$ cat src/rtl/clk_div_pkg.sv
// rtl/clk_div_pkg.sv - shared definitions for the programmable clock divider
//
// Purpose : channel FSM state encoding and the default counter width.
// Ports   : none (package).

package clk_div_pkg;

    localparam int DEF_CNT_W = 8;

    typedef enum logic {
        ST_IDLE = 1'b0,
        ST_RUN  = 1'b1
    } chan_state_t;

endpackage

$ cat src/rtl/clk_div_chan.sv
// rtl/clk_div_chan.sv - one divider channel: counter, FSM, pending ratio and apply logic
//
// Purpose : divides clk by the active ratio R (high ceil(R/2) cycles, low the rest).
//           A newly loaded ratio sits in a pending register. It is applied at the
//           period boundary when the channel runs, or on the next edge when it is idle.
// Ports   : clk       - system clock
//           rst       - asynchronous active-high reset
//           en        - global run enable
//           load      - capture ratio_in into the pending register
//           ratio_in  - new ratio for this channel
//           clk_out   - divided clock (registered)
//           tick      - one-cycle pulse on each clk_out rising edge
//           pending   - a loaded ratio has not been applied yet

module clk_div_chan
    import clk_div_pkg::*;
#(
    parameter int               CNT_W     = DEF_CNT_W,
    parameter logic [CNT_W-1:0] DEF_RATIO = 2
) (
    input  logic             clk,
    input  logic             rst,
    input  logic             en,
    input  logic             load,
    input  logic [CNT_W-1:0] ratio_in,
    output logic             clk_out,
    output logic             tick,
    output logic             pending
);

    localparam logic [CNT_W-1:0] ONE = 1;
    localparam logic [CNT_W-1:0] TWO = 2;

    chan_state_t      state;
    logic [CNT_W-1:0] cnt;
    logic [CNT_W-1:0] ratio;
    logic [CNT_W-1:0] pend_ratio;
    logic             pend_flag;

    logic [CNT_W-1:0] cnt_inc;
    logic [CNT_W-1:0] high_len;
    logic [CNT_W-1:0] next_ratio;
    logic             wrap;
    logic             next_ok;

    always_comb begin
        cnt_inc    = cnt + ONE;
        // ceil(R/2): odd ratios get the longer high phase
        high_len   = ratio - (ratio >> 1);
        // Comparing against R-1 keeps the counter inside [0, R-1] even at R = 2**CNT_W-1
        wrap       = (cnt == (ratio - ONE));
        // Ratio in force after this edge if the pending value gets applied on it
        next_ratio = pend_flag ? pend_ratio : ratio;
        next_ok    = (next_ratio >= TWO);
    end

    always_ff @(posedge clk or posedge rst) begin
        if (rst) begin
            state      <= ST_IDLE;
            cnt        <= '0;
            ratio      <= DEF_RATIO;
            pend_ratio <= '0;
            pend_flag  <= 1'b0;
            clk_out    <= 1'b0;
            tick       <= 1'b0;
        end else begin
            case (state)
                ST_IDLE: begin
                    if (pend_flag) begin
                        ratio     <= pend_ratio;
                        pend_flag <= 1'b0;
                    end
                    cnt <= '0;
                    if (en && next_ok) begin
                        state   <= ST_RUN;
                        clk_out <= 1'b1;
                        tick    <= 1'b1;
                    end else begin
                        clk_out <= 1'b0;
                        tick    <= 1'b0;
                    end
                end
                ST_RUN: begin
                    if (!en) begin
                        // Any pending ratio is kept and applied from IDLE on the next edge
                        state   <= ST_IDLE;
                        cnt     <= '0;
                        clk_out <= 1'b0;
                        tick    <= 1'b0;
                    end else if (wrap) begin
                        if (pend_flag) begin
                            ratio     <= pend_ratio;
                            pend_flag <= 1'b0;
                        end
                        cnt <= '0;
                        if (next_ok) begin
                            clk_out <= 1'b1;
                            tick    <= 1'b1;
                        end else begin
                            // Ratio 0 or 1 switches the channel off at the boundary
                            state   <= ST_IDLE;
                            clk_out <= 1'b0;
                            tick    <= 1'b0;
                        end
                    end else begin
                        cnt     <= cnt_inc;
                        clk_out <= (cnt_inc < high_len);
                        tick    <= 1'b0;
                    end
                end
                default: begin
                    state   <= ST_IDLE;
                    cnt     <= '0;
                    clk_out <= 1'b0;
                    tick    <= 1'b0;
                end
            endcase

            // Placed last so a load on an apply edge re-arms the flag with the new value;
            // the apply on that edge still uses the previously pending ratio.
            if (load) begin
                pend_ratio <= ratio_in;
                pend_flag  <= 1'b1;
            end
        end
    end

    assign pending = pend_flag;

endmodule

$ cat src/rtl/clk_div_prog.sv
// rtl/clk_div_prog.sv - multi-channel programmable clock divider top level
//
// Purpose : CHANNELS independent dividers with runtime-loadable ratios. Defaults give /2 /4 /8.
// Ports   : clk       - system clock
//           rst       - asynchronous active-high reset
//           en        - global run enable, common to all channels
//           div_ratio - packed new ratios, channel i at [i*CNT_W +: CNT_W]
//           load      - one-cycle strobe capturing div_ratio into every pending register
//           clk_out   - divided clocks (registered)
//           tick      - one-cycle pulses coincident with clk_out rising edges
//           upd_busy  - some channel still holds an unapplied ratio

module clk_div_prog
    import clk_div_pkg::*;
#(
    parameter int                        CHANNELS   = 3,
    parameter int                        CNT_W      = DEF_CNT_W,
    parameter logic [CHANNELS*CNT_W-1:0] DEF_RATIOS = {8'd8, 8'd4, 8'd2}
) (
    input  logic                      clk,
    input  logic                      rst,
    input  logic                      en,
    input  logic [CHANNELS*CNT_W-1:0] div_ratio,
    input  logic                      load,
    output logic [CHANNELS-1:0]       clk_out,
    output logic [CHANNELS-1:0]       tick,
    output logic                      upd_busy
);

    logic [CHANNELS-1:0] pending;

    for (genvar g = 0; g < CHANNELS; g++) begin : g_chan
        clk_div_chan #(
            .CNT_W     (CNT_W),
            .DEF_RATIO (DEF_RATIOS[g*CNT_W +: CNT_W])
        ) u_chan (
            .clk      (clk),
            .rst      (rst),
            .en       (en),
            .load     (load),
            .ratio_in (div_ratio[g*CNT_W +: CNT_W]),
            .clk_out  (clk_out[g]),
            .tick     (tick[g]),
            .pending  (pending[g])
        );
    end

    // The load term makes busy rise on the load edge itself; the pending flags keep it
    // high through the last apply edge, so it falls on the edge after that.
    always_ff @(posedge clk or posedge rst) begin
        if (rst) begin
            upd_busy <= 1'b0;
        end else begin
            upd_busy <= load | (|pending);
        end
    end

endmodule

$ cat config.mk
export PLATFORM = sky130hd
export DESIGN_NAME = clk_div_prog
export DESIGN_NICKNAME = d
export VERILOG_FILES = /design/src/rtl/clk_div_pkg.sv /design/src/rtl/clk_div_chan.sv /design/src/rtl/clk_div_prog.sv
export SDC_FILE = /design/constraint.sdc
export NUM_CORES = 1
export LEC_CHECK = 0
export BUFFER_PORTS_ARGS = -buffer_cell sky130_fd_sc_hd__buf_2
export CAP_MARGIN = 5
export CELL_PAD_IN_SITES_DETAIL_PLACEMENT = 0
export CELL_PAD_IN_SITES_GLOBAL_PLACEMENT = 1
export CORE_ASPECT_RATIO = 1.4
export CORE_UTILIZATION = 45
export DETAILED_ROUTE_END_ITERATION = 6
export HOLD_SLACK_MARGIN = 0.06
export PLACE_DENSITY_LB_ADDON = 0.1
export SETUP_SLACK_MARGIN = 0.2
export SKIP_LAST_GASP = 1
export SYNTH_ARGS = -nofsm -noshare
export SYNTH_HDL_FRONTEND = slang
export SYNTH_HIERARCHICAL = 1
export SYNTH_SLANG_ARGS = --single-unit
$ cat constraint.sdc
create_clock -name clk -period 2.45 [get_ports clk]
set_input_delay 0.245 -clock clk [delete_from_list [all_inputs] [get_ports clk]]
set_output_delay 0.245 -clock clk [all_outputs]
set_load 0.05 [all_outputs]
# ---- Word level (Yosys, flattened, before mapping)
# Cells that the tools add are included.
dict set report op_classes {
  n_eq_ne 15
  magnitude_cmp 6
  n_bitwise 4
  n_reduce_logical 10
  add_sub_neg 9
  mux 66
}
# cell count
set op_table {}
lappend op_table {{two-way mux 8 bit} 15}
lappend op_table {{one-hot mux 8 bit (2 select lines)} 6}
lappend op_table {{two-way mux 1 bit} 33}
lappend op_table {{adder 8 x 1 -> 8 bit (second input constant)} 3}
lappend op_table {{equality test 8 bit} 3}
lappend op_table {{>= comparator 8 x 2 -> 1 bit (second input constant)} 3}
lappend op_table {{less-than comparator 8 bit} 3}
lappend op_table {{one-hot mux 1 bit (2 select lines)} 12}
lappend op_table {{subtractor 8 x 1 -> 8 bit (second input constant)} 3}
lappend op_table {{subtractor 8 x 7 -> 8 bit} 3}
lappend op_table {{!= test 3 bit (second input constant)} 6}
lappend op_table {{!= test 2 bit (second input constant)} 6}
lappend op_table {{AND reduction 2 bit} 6}
lappend op_table {{logical AND 1 bit} 3}
lappend op_table {{inverter 1 bit} 3}
lappend op_table {{OR reduction 3 bit} 1}
lappend op_table {{bitwise OR 1 bit} 1}
dict set report word_totals {
  elab_cells 132
  reg_bits 85
  inputBits 28
}

# ---- Logic depth before layout (Yosys ltp)
dict set report depth {
  ltp_word 6
  depth_mapped 15
  ltp_nobuf 15
}

# ---- Modules after synthesis
# Netlist, hierarchy kept.
# mod area_per_inst_um2 cells_per_inst seq_area_each_um2 n_inst
set by_module_without_submodules {}
lappend by_module_without_submodules {{clk_div_chan at g_chan[0].u_chan ...} 1890.6 177 701.9 2}
lappend by_module_without_submodules {{clk_div_chan at g_chan[2].u_chan} 1856.8 171 701.9 1}
lappend by_module_without_submodules {clk_div_prog 36.3 3 25.0 1}

# ---- Worst setup path after synthesis
# Ideal clock, no wire load.
dict set report synth_path {
  path_type {reg-to-reg}
  from {register g_chan[0].u_chan.ratio[1]}
  to {register g_chan[0].u_chan.clk_out}
  required_ps 2369
  path_slack_ps -90
  setup_ps 81
  path_stages_with_launch 15
  t_arrival_ps 2459
  synth_period_minus_slack_ps 2540
  cell_sequence {dfstp_2 -> ha_1 -> inv_1 -> fa_1 -> nand2b_1 -> a21oi_1 -> o21ai_0 -> a21oi_1 -> nor2_1 -> xor2_1 -> ha_1 -> a21o_1 -> a21oi_1 -> o21ai_0 -> o21bai_1}
}
dict set report synth_via {
  elab_chain_cells 6
  word_cells_on_any_way 12
}
# item line_no
set synth_rtl {}
lappend synth_rtl {{start: declaration} clk_div_chan.sv:36} ;# logic [CNT_W-1:0] ratio;
lappend synth_rtl {{start signal: assignment} clk_div_chan.sv:70} ;# ratio <= pend_ratio;
lappend synth_rtl {{start signal: assignment} clk_div_chan.sv:92} ;# ratio <= pend_ratio;
lappend synth_rtl {{parallel branches: the longest is 5 deep, another holds subtractor 8 x 7 -> 8 bit} --}
lappend synth_rtl {{one-hot mux 1 bit (2 select lines) *} clk_div_chan.sv:67} ;# case (state)
lappend synth_rtl {{end signal: assignment} clk_div_chan.sv:107} ;# clk_out <= (cnt_inc < high_len);
lappend synth_rtl {{end: declaration} clk_div_chan.sv:26} ;# output logic clk_out,
# Mark *: on every way between the ends.
# A chain may end at the register's enable or synchronous reset.

# ---- Worst setup path in the final report
dict set report layout_path {
  from {register g_chan[2].u_chan.ratio[1]}
  to {register g_chan[2].u_chan.clk_out}
}
dict set report layout_via {
  elab_chain_cells 6
  word_cells_on_any_way 12
}
# item line_no
set layout_rtl {}
lappend layout_rtl {{start: declaration} clk_div_chan.sv:36}
lappend layout_rtl {{start signal: assignment} clk_div_chan.sv:70}
lappend layout_rtl {{start signal: assignment} clk_div_chan.sv:92}
lappend layout_rtl {{parallel branches: the longest is 5 deep, another holds subtractor 8 x 7 -> 8 bit} --}
lappend layout_rtl {{one-hot mux 1 bit (2 select lines) *} clk_div_chan.sv:67}
lappend layout_rtl {{end signal: assignment} clk_div_chan.sv:107}
lappend layout_rtl {{end: declaration} clk_div_chan.sv:26}
# Marked as above.

==> results.md <==
- Post-synthesis sequential area ratio: 37.6%
- Area growth from synthesis to layout: 25.9%
- Cell Count, Final, Fillers Out: between 700 and 800
- FF-to-FF setup slack: -0.19 ns
- Period Utilization, post-route: 108%
- Total net switching power: roughly 0.0027 W
- Critical path class: reg -> reg
- 1st-iter DRT viols: 110
- Final GP Congestion: about 0.85
- Detail Route Antenna Nets: 0
- Pint: 0.00443 W
- LEAKAGE: 3.35 nW
- Worst Skew: about 0.0051 ns
- Worst setup SP type: register
- Fmax: between 0.3 and 0.4 GHz
- Final nets: between 700 and 800
- Post-synthesis cell type count: between 40 and 50
- Crit. End Element: register
- Syn. warnings: 6
- Drt pass-1 iters: 4
- CTS tree: yes
- Async set or reset register ratio after synthesis: 100%
- CTS root buf: clkbuf_16
- Worst-path clk slew: approximately 0.070 ns
- # rows: 48
- GRT overflow: 0
- Top_reg_cell synth: dfrtp_1
- Drt drc: 0
- Clk_lat worst skew: between 0.3 and 0.4 ns
- Slew Viols, Final: 0
- First-pass GRT wire length: approximately 20,000 um
- Antenna cells: 0
- Die H: roughly 130 um
- Fin worst setup slack: -0.188 ns
- CTS sink cnt: 85
- Gate Count Post-Synth: 528
- Power share of the combinational group: roughly 53%
- Status: finished with violations
- Port Buf Inserts: 34
- Max Root-Sink Buffers: 2
- Worst VDD drop: 0.000589 V
- Vias in the first global route: 4,226
- I/O Pins: 35
- Reg power frac: about 26%
- Initial Util: between 40% and 50%
- Mapped Avg Cell Area: between 10 and 15 um2
- Clock power frac: between 20% and 30%
- Crit path DAT: 2.89 ns
- Die footprint: between 10,000 and 15,000 um2
- Post-synth EDFFs: 0
- Core area: ~12,000 um2
- Switch share: ~37%
- Synth area leaders: dfrtp_1, ha_1, mux2_2
- Dominant cell type by area after synthesis: dfrtp_1
- GRT Total Usage: about a fifth
- DP HPWL: roughly 9500 um
- TritonCTS Buffers: 9
- Syn nets: about 630
- Hold violation count in the final report: 0
- Synthesized flop and latch total: 85
- Via count: between 4,000 and 5,000
- Relative slew slack: between 50 and 60%
- Worst-margin pin slew: roughly 0.64 ns
- Failing checks: negative setup slack
- CP required: 2.70 ns
- Setup violators final: 3
- Placed Cells: roughly 760
- Antenna violations before repair: 0
- Min-Delay Path Class: in -> reg
- Average wire per standard cell: about 16 um
- Power Density: 993 nW/um2
- H-tree depth: 3
- RSZ-0062 raised after global routing: true
- Worst Path Max Fanout: 5
- Die X: ~97 um
- Share of the synthesized area in the top cell type: between 30% and 40%
- # Max-Cap Violations: 0
- Largest net degree at the start of global routing: 29
- Overall power: a little over 0.007 W
- Crit path time final: around 2.6 ns
- Share of layout cells above drive strength 1: 36.0%
- Synth Cell Area: ~5700 um2
- Number of vias per cell: between 5 and 6
- Post-Route WL: approximately 12,000 um
-- power by group through the flow --
stage / clock network (W) / registers [W] / logic, W
2_1_floorplan: 0 / 0.00189 / 0.00233
3_3_place_gp: 0 / 0.00182 / 0.00337
3_5_place_dp: 0 / 0.00183 / 0.00342
4_1_cts: 0.00157 / 0.00180 / 0.00360
5_1_grt: 0.00162 / 0.00184 / 0.00418
6_report: 0.00153 / 0.00181 / 0.00375
-- flip-flops by register name (all words and copies together), names as in the netlist --
signal                    cells
g_chan.u_chan/ratio          24
g_chan.u_chan/cnt            24
g_chan.u_chan/state           3
g_chan.u_chan/clk_out         3
g_chan.u_chan/pend_ratio     24
upd_busy                      1
g_chan.u_chan/tick            3
g_chan.u_chan/pending         3
-- path summary, 6_finish.rpt --
check | startpoint | end | depth (start not counted)
worst max-delay path | g_chan[2].u_chan/ratio[1]$_DFFE_PP0P_ | g_chan[2].u_chan/clk_out$_DFF_PP0_ | 13
worst min-delay path | div_ratio[10] | g_chan[1].u_chan/pend_ratio[2]$_DFFE_PP0P_ | 2
worst min register to register | g_chan[0].u_chan/pend_ratio[0]$_DFFE_PP0P_ | g_chan[0].u_chan/pend_ratio[0]$_DFFE_PP0P_ | 1
max in group asynchronous | rst | g_chan[2].u_chan/ratio[3]$_DFFE_PP1P_ | 4
min in group asynchronous | rst | upd_busy$_DFF_PP0_ | 3
worst max register to register | g_chan[2].u_chan/ratio[1]$_DFFE_PP0P_ | g_chan[2].u_chan/clk_out$_DFF_PP0_ | 13
-- cells in the final DEF (no fill, tap or decap), types with 7 or more instances in the layout --
cell type | netlist | layout
a21oi_1 | 21 | 16
buf_2 | 0 | 34
buf_4 | 0 | 55
clkbuf_16 | 0 | 9
dfrtp_1 | 82 | 81
ha_1 | 69 | 57
ha_4 | 0 | 10
inv_1 | 46 | 37
inv_2 | 0 | 7
mux2_2 | 48 | 42
nand2_1 | 23 | 22
nand2b_1 | 7 | 7
nand3_1 | 20 | 19
nor2_1 | 24 | 22
nor2b_1 | 23 | 23
nor4_1 | 9 | 9
o21ai_1 | 0 | 7
xnor2_1 | 41 | 36
xor2_1 | 29 | 28
-- worst max-delay path: stages (launching register included) --
cell      delay, ns
dfrtp_2        0.42
buf_4          0.14
inv_4          0.04
ha_4           0.24
o21ba_2        0.14
o21ai_2        0.06
a221oi_2       0.30
xnor2_1        0.16
ha_1           0.27
a21o_1         0.17
a21o_1         0.20
a21oi_2        0.17
o21ai_1        0.10
o22ai_1        0.14
-- area by class of cell --
cell class                 instances  area, um2
timing repair buffer              95        676
sequential                        85       2130
tap                              150        188
clock buffer                       9        225
clock inverter                     7        105
inverter                          46        178
multi-input combinational        392       3640
fill                            1084       5170
-- Yosys cell counts, types with 3 or more instances --
| cell | number |
|---|---|
| a21boi_0 | 3 |
| a21o_1 | 4 |
| a21oi_1 | 21 |
| a221oi_1 | 3 |
| a31o_2 | 3 |
| a31oi_4 | 3 |
| and3_1 | 4 |
| clkbuf_1 | 3 |
| dfrtp_1 | 82 |
| dfstp_2 | 3 |
| fa_1 | 3 |
| ha_1 | 69 |
| inv_1 | 46 |
| mux2_2 | 48 |
| nand2_1 | 23 |
| nand2b_1 | 7 |
| nand3_1 | 20 |
| nand3b_1 | 4 |
| nand4b_1 | 4 |
| nor2_1 | 24 |
| nor2b_1 | 23 |
| nor4_1 | 9 |
| nor4b_1 | 3 |
| o21ai_0 | 14 |
| o21ba_2 | 3 |
| o21bai_1 | 5 |
| xnor2_1 | 41 |
| xor2_1 | 29 |
-- kinds of logic (layout without fill, tap and decap cells) --
group	count (synthesis)	in the layout	share of synthesized area [%]
AO/OA/AOI/OAI	68	68	8.82
buffers and inverters	51	157	3.42
flip-flops	85	85	37.6
multiplexers	48	48	9.53
XOR/XNOR	72	72	11.6
adder cells (fa/ha/maj)	72	72	16.3
AND/OR/NAND/NOR	132	132	12.8
-- metal layers --
layer  global-route usage (%)  share of wire [%]
met1                     22.0                 41
met2                     37.7                 54
met3                     2.90                1.6
met4                     8.96                3.3
met5                        0                  0
-- metrics by stage --
step / hold slack [ns] / util, % / setup TNS, ns / worst slack [ns] / instance area [um2]
final: 0.131 / 58.0 / -0.392 / -0.188 / 7140
after global routing: 0.119 / 58.0 / -0.860 / -0.336 / 7140
after CTS: 0.114 / 56.7 / -0.367 / -0.176 / 6980
after detailed placement: 0.122 / 52.6 / -0.259 / -0.123 / 6470
after global placement: 0.121 / 52.6 / -0.103 / -0.0825 / 6470
after floorplan: -0.0263 / - / -0.00823 / -0.00823 / 5770
-- timing repair --
action	4_1_cts	5_1_grt
gates resized for setup	20	26
endpoints found under the setup margin	36	46
hold endpoints to repair	65	0
hold buffers	1	0
pin swaps	31	27
buffers inserted	6	5
Power figures use the tool's default switching activity.
